<file path="src/rtl/uart_flow.sv">
// UART transceiver with valid/ready flow ports: TX serializer and RX deframer
// with a one-entry holding register, both clocked by the bus clock.
module uart_flow #(
   parameter int DATA_WIDTH   = 8,
   parameter int CLKS_PER_BIT = 16
) (
   input  logic                  clk,
   input  logic                  rst,
   input  logic [DATA_WIDTH-1:0] tx_data,
   input  logic                  tx_valid,
   output logic                  tx_ready,
   output logic [DATA_WIDTH-1:0] rx_data,
   output logic                  rx_valid,
   input  logic                  rx_ready,
   output logic                  rx_overrun,
   output logic                  rx_frame_err,
   output logic                  txd,
   input  logic                  rxd
);
   localparam int CW = $clog2(CLKS_PER_BIT);
   localparam int BW = (DATA_WIDTH > 1) ? $clog2(DATA_WIDTH) : 1;
   localparam logic [CW-1:0] CNT_ONE  = CW'(1);
   localparam logic [CW-1:0] CNT_LAST = CW'(CLKS_PER_BIT - 1);
   localparam logic [CW-1:0] CNT_MID  = CW'(CLKS_PER_BIT / 2 - 1);
   localparam logic [BW-1:0] BIT_ONE  = BW'(1);
   localparam logic [BW-1:0] BIT_LAST = BW'(DATA_WIDTH - 1);

   if (CLKS_PER_BIT < 4) begin : g_bad_cpb
      $error("uart_flow: CLKS_PER_BIT must be at least 4");
   end

   typedef enum logic [1:0] {
      ST_IDLE  = 2'd0,
      ST_START = 2'd1,
      ST_DATA  = 2'd2,
      ST_STOP  = 2'd3
   } state_t;

   state_t                tx_state_r, tx_state_s;
   logic [CW-1:0]         tx_cnt_r, tx_cnt_s;
   logic [BW-1:0]         tx_bit_r, tx_bit_s;
   logic [DATA_WIDTH-1:0] tx_shift_r, tx_shift_s;
   logic                  txd_r, txd_s;
   logic                  tx_ready_r, tx_ready_s;

   // TX next-state: txd is registered, so each bit value is set one edge ahead
   always_comb begin
      tx_state_s = tx_state_r;
      tx_cnt_s   = tx_cnt_r;
      tx_bit_s   = tx_bit_r;
      tx_shift_s = tx_shift_r;
      txd_s      = txd_r;
      tx_ready_s = tx_ready_r;
      case (tx_state_r)
         ST_IDLE: begin
            if (tx_valid && tx_ready_r) begin
               tx_state_s = ST_START;
               tx_shift_s = tx_data;
               tx_cnt_s   = '0;
               tx_bit_s   = '0;
               txd_s      = 1'b0;
               tx_ready_s = 1'b0;
            end else begin
               txd_s      = 1'b1;
               tx_ready_s = 1'b1;
            end
         end
         ST_START: begin
            if (tx_cnt_r == CNT_LAST) begin
               tx_state_s = ST_DATA;
               tx_cnt_s   = '0;
               txd_s      = tx_shift_r[0];
            end else begin
               tx_cnt_s = tx_cnt_r + CNT_ONE;
            end
         end
         ST_DATA: begin
            if (tx_cnt_r == CNT_LAST) begin
               tx_cnt_s = '0;
               if (tx_bit_r == BIT_LAST) begin
                  tx_state_s = ST_STOP;
                  txd_s      = 1'b1;
               end else begin
                  tx_bit_s   = tx_bit_r + BIT_ONE;
                  tx_shift_s = {1'b0, tx_shift_r[DATA_WIDTH-1:1]};
                  txd_s      = tx_shift_r[1];
               end
            end else begin
               tx_cnt_s = tx_cnt_r + CNT_ONE;
            end
         end
         ST_STOP: begin
            if (tx_cnt_r == CNT_LAST) begin
               tx_state_s = ST_IDLE;
               tx_cnt_s   = '0;
               tx_ready_s = 1'b1;
            end else begin
               tx_cnt_s = tx_cnt_r + CNT_ONE;
            end
         end
         default: begin
            tx_state_s = ST_IDLE;
            tx_cnt_s   = '0;
            txd_s      = 1'b1;
            tx_ready_s = 1'b1;
         end
      endcase
   end

   // TX state register
   always_ff @(posedge clk) begin
      if (rst) begin
         tx_state_r <= ST_IDLE;
         tx_cnt_r   <= '0;
         tx_bit_r   <= '0;
         tx_shift_r <= '0;
         txd_r      <= 1'b1;
         tx_ready_r <= 1'b1;
      end else begin
         tx_state_r <= tx_state_s;
         tx_cnt_r   <= tx_cnt_s;
         tx_bit_r   <= tx_bit_s;
         tx_shift_r <= tx_shift_s;
         txd_r      <= txd_s;
         tx_ready_r <= tx_ready_s;
      end
   end

   logic                  rx_meta_r, rxs_r;
   state_t                rx_state_r, rx_state_s;
   logic [CW-1:0]         rx_cnt_r, rx_cnt_s;
   logic [BW-1:0]         rx_bit_r, rx_bit_s;
   logic [DATA_WIDTH-1:0] rx_shift_r, rx_shift_s;
   logic [DATA_WIDTH-1:0] rx_data_r, rx_data_s;
   logic                  rx_valid_r, rx_valid_s;
   logic                  rx_overrun_r, rx_overrun_s;
   logic                  rx_frame_err_r, rx_frame_err_s;

   // Two-flop synchronizer for the asynchronous serial input
   always_ff @(posedge clk) begin
      if (rst) begin
         rx_meta_r <= 1'b1;
         rxs_r     <= 1'b1;
      end else begin
         rx_meta_r <= rxd;
         rxs_r     <= rx_meta_r;
      end
   end

   // RX next-state: samples at mid-bit, delivers into the holding register at stop
   always_comb begin
      rx_state_s     = rx_state_r;
      rx_cnt_s       = rx_cnt_r;
      rx_bit_s       = rx_bit_r;
      rx_shift_s     = rx_shift_r;
      rx_data_s      = rx_data_r;
      rx_overrun_s   = 1'b0;
      rx_frame_err_s = 1'b0;
      if (rx_valid_r && rx_ready) begin
         rx_valid_s = 1'b0;
      end else begin
         rx_valid_s = rx_valid_r;
      end
      case (rx_state_r)
         ST_IDLE: begin
            rx_cnt_s = '0;
            rx_bit_s = '0;
            if (!rxs_r) begin
               rx_state_s = ST_START;
            end else begin
               rx_state_s = ST_IDLE;
            end
         end
         ST_START: begin
            if (rx_cnt_r == CNT_MID) begin
               rx_cnt_s = '0;
               if (!rxs_r) begin
                  rx_state_s = ST_DATA;
               end else begin
                  rx_state_s = ST_IDLE;
               end
            end else begin
               rx_cnt_s = rx_cnt_r + CNT_ONE;
            end
         end
         ST_DATA: begin
            if (rx_cnt_r == CNT_LAST) begin
               rx_cnt_s   = '0;
               rx_shift_s = {rxs_r, rx_shift_r[DATA_WIDTH-1:1]};
               if (rx_bit_r == BIT_LAST) begin
                  rx_state_s = ST_STOP;
               end else begin
                  rx_bit_s = rx_bit_r + BIT_ONE;
               end
            end else begin
               rx_cnt_s = rx_cnt_r + CNT_ONE;
            end
         end
         ST_STOP: begin
            if (rx_cnt_r == CNT_LAST) begin
               rx_state_s = ST_IDLE;
               rx_cnt_s   = '0;
               if (!rxs_r) begin
                  rx_frame_err_s = 1'b1;
               end else if (!rx_valid_r || rx_ready) begin
                  rx_data_s  = rx_shift_r;
                  rx_valid_s = 1'b1;
               end else begin
                  rx_overrun_s = 1'b1;
               end
            end else begin
               rx_cnt_s = rx_cnt_r + CNT_ONE;
            end
         end
         default: begin
            rx_state_s = ST_IDLE;
            rx_cnt_s   = '0;
         end
      endcase
   end

   // RX state and holding register
   always_ff @(posedge clk) begin
      if (rst) begin
         rx_state_r     <= ST_IDLE;
         rx_cnt_r       <= '0;
         rx_bit_r       <= '0;
         rx_shift_r     <= '0;
         rx_data_r      <= '0;
         rx_valid_r     <= 1'b0;
         rx_overrun_r   <= 1'b0;
         rx_frame_err_r <= 1'b0;
      end else begin
         rx_state_r     <= rx_state_s;
         rx_cnt_r       <= rx_cnt_s;
         rx_bit_r       <= rx_bit_s;
         rx_shift_r     <= rx_shift_s;
         rx_data_r      <= rx_data_s;
         rx_valid_r     <= rx_valid_s;
         rx_overrun_r   <= rx_overrun_s;
         rx_frame_err_r <= rx_frame_err_s;
      end
   end

   assign txd          = txd_r;
   assign tx_ready     = tx_ready_r;
   assign rx_data      = rx_data_r;
   assign rx_valid     = rx_valid_r;
   assign rx_overrun   = rx_overrun_r;
   assign rx_frame_err = rx_frame_err_r;
endmodule

</file>
<file path="config.mk">
export PLATFORM = sky130hd
export DESIGN_NAME = uart_flow
export DESIGN_NICKNAME = d
export VERILOG_FILES = /design/src/rtl/uart_flow.sv
export SDC_FILE = /design/constraint.sdc
export NUM_CORES = 1
export LEC_CHECK = 0
export ABC_AREA = 1
export ABC_CLOCK_PERIOD_IN_PS = 4000
export CAP_MARGIN = 20
export CORE_MARGIN = 4
export CORE_UTILIZATION = 45
export DETAILED_ROUTE_END_ITERATION = 6
export MAX_ROUTING_LAYER = met4
export PLACE_DENSITY_LB_ADDON = 0.1
export SLEW_MARGIN = 40
export SYNTH_ARGS = -nofsm -noshare
export SYNTH_HDL_FRONTEND = slang
export SYNTH_SLANG_ARGS = --single-unit
</file>
<file path="constraint.sdc">
create_clock -name clk -period 4 [get_ports clk]
set_input_delay 0.4 -clock clk [delete_from_list [all_inputs] [get_ports clk]]
set_output_delay 0.4 -clock clk [all_outputs]
set_load 0.03 [all_outputs]
</file>
==> run metrics, run 1 <==
outcome complete, no violations; Area Overhead vs Synth 17.6%; largest net degree at the start of global routing 29; pre-CTS WS 1830 ps; Gate power share 0.329; first-pass GRT wire length 7450 um; clock power share 0.247; Slew @ Worst Pin about 630 ps; sequential share of power 0.424; post-CTS sizing 0; CTS tree done; die area 6200 um2; RSZ-0062 raised after global routing no; switching share of total power 0.349; Num CTS Buffers 5; vias in the first global route ~1700; Worst VDD drop ~0.24 mV; cell-internal power between 0.0008 and 0.0009 W; routed vias/inst around 4.7; Crit Reg-Reg Startpoint tx_state_r[0]$_SDFFE_PP0P_; net switching power 0.000478 W; Max Cap Viol 0; io pins 26; Leak Pwr between 1 and 1.5 nW; crit start category flip-flop; Hold EP rxs_r$_SDFF_PP1_; worst skew pair latency 300 ps; placeable core region 4790 um2; antenna viol nets, final 0; Max-Slew Margin vs Limit 0.574; # clock sinks 49; initial antenna violation count 0; WP data arrival around 2100 ps; hold path startpoint rx_meta_r$_SDFF_PP1_; clock root cell clkbuf_8; DR DRC count 0; Setup TNS 0 ps; final worst slack 2150 ps; required time of the critical path ~4200 ps; Cell Area, Synth around 2300 um2; starting density of the core 0.471; Die Y just under 80 um; synthesized netlist net count approximately 340; Post-Syn Area per Cell around 7.2 um2; endpoints failing setup 0; final core occ 0.553; # diodes 0; Synth area leaders dfxtp_1, nand2_1, nor2_1; f_max between 500 and 600 MHz; DRT iter0 DRCs 73; Final Skew around 4.8 ps; CTS H-tree lvls 2; Mapped Cells between 300 and 400; PD cells approximately 520 nW/um2; GRT Resource Usage Total 0.151; Hold Vio Cnt, Final 0; hold_buf cts 0; number of distinct library cells after synthesis 26; sequential element share of the synthesized area 0.436; critical-path maximum fanout 14; Port-buffer cells 25; synth warn 0; final wirelength roughly 4100 um; gr ovfl total 0; reg-to-reg slack, setup approximately 2100 ps; hpwl dp approximately 3000 um; routed len/inst around 10 um; gpl congestion between 0.7 and 0.8; final period utilization 0.463; Clock Tree Buf Depth 2; die width about 79 um; crit end category flip-flop; #FFs+latches synth 49; # rows 25; top cell type's share of synthesized area 0.436; worst hold-check path type reg -> reg; r2r worst-path depth 9; drt pass-1 iters 4; hold-critical path depth 1; clock-pin transition on the worst setup and hold timing paths around 90 ps; Crit Path Category reg -> reg; most area-hungry cell type in the Yosys netlist dfxtp_1; min Tclk post-route about 1900 ps; via count between 1500 and 2000; nets ~360; max-slew violations 0; worst reg2reg endpoint tx_state_r[1]$_SDFFE_PP0P_; Post-CTS Setup Inserts 0; layout cells sized above 1 0.0562
==> worst max-delay path, stage by stage (launching register included) <==
cell and delay, ps:
dfxtp_1 390, inv_1 90, ha_1 360, inv_1 350
nand2_1 110, nand2_1 140, nand2_1 60, nor2_1 140
nor2_1 50, nor2_1 90
==> sequential cells by signal, summed over array words and instances (netlist names), 2 cells and up, named ones only <==
register    count
rx_bit_r        3
tx_bit_r        3
rx_shift_r      8
rx_data         8
rx_cnt_r        4
tx_state_r      2
tx_shift_r      8
tx_cnt_r        4
==> cells in the mapped netlist <==
library cell / instances
nor3_1: 10
nand2_2: 4
nand3_4: 1
or2_2: 2
buf_2: 3
ha_1: 11
nor2_1: 61
nand2_1: 69
buf_1: 2
inv_1: 31
o21a_1: 1
nand4_1: 5
a211oi_1: 1
nor3b_1: 1
nand2_4: 1
nand3_1: 8
clkinv_1: 1
o21ai_0: 29
nor2_4: 2
buf_6: 2
a21oi_1: 15
clkbuf_1: 1
xor2_1: 1
nor4_1: 1
o21ai_2: 1
dfxtp_1: 49
==> logic make-up after synthesis <==
family | count (synthesis) | synth area share
XOR/XNOR | 1 | 0.00389
adder cells (fa/ha/maj) | 11 | 0.0611
AND/OR/NAND/NOR | 165 | 0.316
buffers and inverters | 40 | 0.0750
flip-flops | 49 | 0.436
AO/OA/AOI/OAI | 47 | 0.108
==> power by group through the flow <==
stage / clock network (W) / logic [W] / registers, W
after floorplan: 0 / 0.000373 / 0.000602
after global placement: 0 / 0.000453 / 0.000593
after detailed placement: 0 / 0.000457 / 0.000594
after CTS: 0.000352 / 0.000461 / 0.000583
after global routing: 0.000369 / 0.000531 / 0.000590
final: 0.000338 / 0.000451 / 0.000582
==> through the flow <==
stage | hold slack (ps) | total power, W | area [um2] | cells
after floorplan | 389 | 0.000975 | 2250 | 313
after global placement | 398 | 0.00105 | 2540 | 398
after detailed placement | 393 | 0.00105 | 2540 | 398
after CTS | 413 | 0.00140 | 2650 | 405
after global routing | 425 | 0.00149 | 2650 | 405
final | 412 | 0.00137 | 2650 | 405
==> area by class of cell <==
type                    instances  area [um2]
well taps                      67        83.8
multi-input cells             224        1100
inverters                      32         120
clock inverters                 2        35.0
clock buffers                   5        68.8
repair buffers                 26         258
flip-flops and latches         49         981
fillers                       485        2140
==> layout by cell type, fill, tap and decap left out <==
cell type | Yosys | layout
buf_4 | 0 | 1
nor2_1 | 61 | 61
clkinv_1 | 1 | 1
o21ai_0 | 29 | 29
xor2_1 | 1 | 1
nand3_1 | 8 | 8
nor3_1 | 10 | 10
a21oi_1 | 15 | 15
clkdlybuf4s50_1 | 0 | 25
dfxtp_1 | 49 | 49
bufinv_16 | 0 | 1
o21ai_2 | 1 | 1
nor3b_1 | 1 | 1
nand2_2 | 4 | 4
or2_2 | 2 | 2
nor2_4 | 2 | 2
clkbuf_8 | 0 | 5
nor4_1 | 1 | 1
nand2_4 | 1 | 1
nand4_1 | 5 | 5
nand3_4 | 1 | 1
clkinv_2 | 0 | 1
a211oi_1 | 1 | 1
o21a_1 | 1 | 1
nand2_1 | 69 | 69
ha_1 | 11 | 11
inv_1 | 31 | 31
==> layer usage <==
metal,vias to the layer above,global-route usage,part of all wire
li1,1040,-,-
met1,816,0.186,0.49
met2,26,0.244,0.46
met3,5,0.0317,0.039
met4,0,0.0542,0.016
met5,-,-,0
==> worst max-delay path by stage <==
stage	from	to	slack, ps	cells past startpoint
final	tx_state_r[0]$_SDFFE_PP0P_	tx_state_r[1]$_SDFFE_PP0P_	2150	9
after global routing	tx_state_r[0]$_SDFFE_PP0P_	tx_state_r[0]$_SDFFE_PP0P_	1940	9
after CTS	tx_state_r[0]$_SDFFE_PP0P_	tx_state_r[1]$_SDFFE_PP0P_	2110	9
after detailed placement	rst	rx_shift_r[5]$_SDFFE_PP0P_	1830	5
after global placement	rst	rx_data[7]$_SDFFE_PP0P_	1870	5
after floorplan	tx_state_r[0]$_SDFFE_PP0P_	tx_bit_r[0]$_SDFFE_PP0P_	2530	8
No activity file was read; power rests on OpenSTA's default activity.
==> inputs of run 2 (changes only) <==
- ABC_CLOCK_PERIOD_IN_PS: 4000 -> 1500
- clock period: 4 -> 1.5 ns (I/O delays scaled with it)
==> run metrics, run 2 (synthesized netlist as in run 1, its figures left out) <==
Port-buffer cells 25 (unchanged); Hold EP rxs_r$_SDFF_PP1_; Num CTS Buffers 5 (unchanged); gr ovfl total 0 (unchanged); # rows 25 (unchanged); DRT iter0 DRCs 49 (-33%); commonest non-fill, non-tap cells in the layout nand2_1, nor2_1, dfxtp_1, o21ai_0, inv_1; io pins 26 (unchanged); required time of the critical path 1350 ps (-2890 ps); Final Skew 5.36 ps (+0.600 ps); Largest delay share family, worst path buffers and inverters; layout cells sized above 1 0.182 (+0.125); largest net degree at the start of global routing 20 (-31%); WP data arrival 1300 ps (-790 ps); Clock Tree Buf Depth 2 (unchanged); worst reg2reg endpoint tx_bit_r[0]$_SDFFE_PP0P_; CTS tree done; max-slew violations 0 (unchanged); hold path startpoint rx_meta_r$_SDFF_PP1_; Slew @ Worst Pin 321 ps (-314 ps); clock-pin transition on the worst setup and hold timing paths 80 ps (about the same); gpl congestion 0.846 (+9.1%); endpoints failing setup 0 (unchanged); die width 78.7 um (unchanged); crit end category output pin; placeable core region 4790 um2 (unchanged); placed instance count 413 (+3.8%); drt pass-1 iters 5 (+1); f_max between 600 and 700 MHz; routed len/inst 11.3 um (+11%); CTS H-tree lvls 2 (unchanged); Max Cap Viol 0 (unchanged); via count 2029 (+7.5%); routed vias/inst 4.77 (+2.5%); final core occ 0.613 (+0.0591); final worst slack 54.4 ps (-2090 ps); critical-path maximum fanout 2 (-12); crit start category flip-flop; worst hold-check path type reg -> reg; hold-critical path depth 1 (unchanged); min Tclk post-route between 1000 and 1500 ps; Die Y 78.7 um (unchanged); hold_buf cts 0 (unchanged); GRT Resource Usage Total 0.165 (+0.0139); Hold Vio Cnt, Final 0 (unchanged); initial antenna violation count 0 (unchanged); outcome complete, no violations; crit-path cells clkdlybuf4s50_1; # diodes 0 (unchanged); Finished Layout Cells 425 (+4.9%); DR DRC count 0 (unchanged); clock root cell clkbuf_8; CP max stage delay 670 ps (+280 ps); starting density of the core 0.471 (unchanged); first-pass GRT wire length 8050 um (+8.0%); final period utilization 0.964; # clock sinks 49 (unchanged); final total power 0.00421 W (+210%); PD cells 1440 nW/um2 (+180%); pre-CTS WS -25.8 ps (-1860 ps); slowest CP cell clkdlybuf4s50_1; final wirelength 4810 um (+17%); Leak Pwr 1.30 nW (+10%); die area 6200 um2 (unchanged); worst skew pair latency 290 ps (about the same); Crit Path Category reg -> out; vias in the first global route 1922 (+11%); reg-to-reg slack, setup 60 ps (-2090 ps); Buf/Inv on CP 1 (-1); most common cell after layout, fill and taps aside nand2_1; r2r worst-path depth 9 (unchanged); hpwl dp 3160 um (+7.7%); Area Overhead vs Synth 30.2%; antenna viol nets, final 0 (unchanged); nets 382 (+5.5%); Max-Slew Margin vs Limit 0.786 (+0.212); Crit Reg-Reg Startpoint tx_state_r[0]$_SDFFE_PP0P_; Worst VDD drop 0.662 mV (+170%)
## run 2: cell count changes in the layout (fill, tap and decap cells not counted), sizes merged, moves of 3 or more
cell,delta
dlymetal6s2s,+3
nand3,+3
clkdlybuf4s50,-3
buf,+17
## run 2: how the worst max path moves through the flow
stage	from	endpoint	slack [ps]	cells past startpoint
finish	rx_data[1]$_SDFFE_PP0P_	rx_data[1]	50	1
global route	tx_bit_r[0]$_SDFFE_PP0P_	tx_bit_r[0]$_SDFFE_PP0P_	-30	10
CTS	tx_ready$_SDFFE_PP1P_	tx_ready	7	1
detailed placement	tx_state_r[0]$_SDFFE_PP0P_	tx_bit_r[0]$_SDFFE_PP0P_	-30	6
global placement	tx_valid	tx_bit_r[0]$_SDFFE_PP0P_	40	6
floorplan	tx_state_r[0]$_SDFFE_PP0P_	tx_bit_r[0]$_SDFFE_PP0P_	30	8
## run 2: final cells by class
class | count | area [um2]
Clock buffer | 6 | 82.6
Clock inverter | 1 | 7.51
Fill cell | 448 | 1850
Inverter | 32 | 120
Multi-Input combinational cell | 227 | 1240
Sequential cell | 49 | 992
Tap cell | 67 | 83.8
Timing Repair Buffer | 43 | 409
## run 2: worst register-to-register path: stages (launching register included)
cell and delay, ps:
dfxtp_2 340, inv_2 110, ha_4 180, inv_1 80, o21ai_4 170, buf_12 150, nand3_4 90, nand2_1 80
nand2_1 40, nor2_1 120
## run 2: power by group
part	switching, W	internal, W	leakage, nW
sequential	0.0000977	0.00148	0.402
combinational	0.00106	0.000795	0.856
clock	0.000413	0.000365	0.0433
## run 2: timing repair
| action | CTS | global route |
|---|---|---|
| setup endpoints to repair | 8 | 34 |
| resized for setup | 4 | 36 |
| pin swaps | 1 | 6 |
| cloned | 1 | 2 |
| buffers inserted | 0 | 2 |
## run 2: through the flow
step	TNS, ps	cell area [um2]	hold slack [ps]
after global placement	0	2660	394
after CTS	0	2780	413
final	0	2930	416
after detailed placement	-25.8	2660	400
after floorplan	0	2250	254
after global routing	-82.4	2930	421
## run 2: metal layers
| metal | GRT usage | vias up | wire length [um] | share of wire |
|---|---|---|---|---|
| met5 | - | - | 0 | 0 |
| met4 | 0.0524 | 0 | 85 | 0.018 |
| met3 | 0.0306 | 10 | 154 | 0.032 |
| met2 | 0.282 | 33 | 2280 | 0.48 |
| met1 | 0.196 | 888 | 2290 | 0.48 |
| li1 | - | 1098 | - | - |
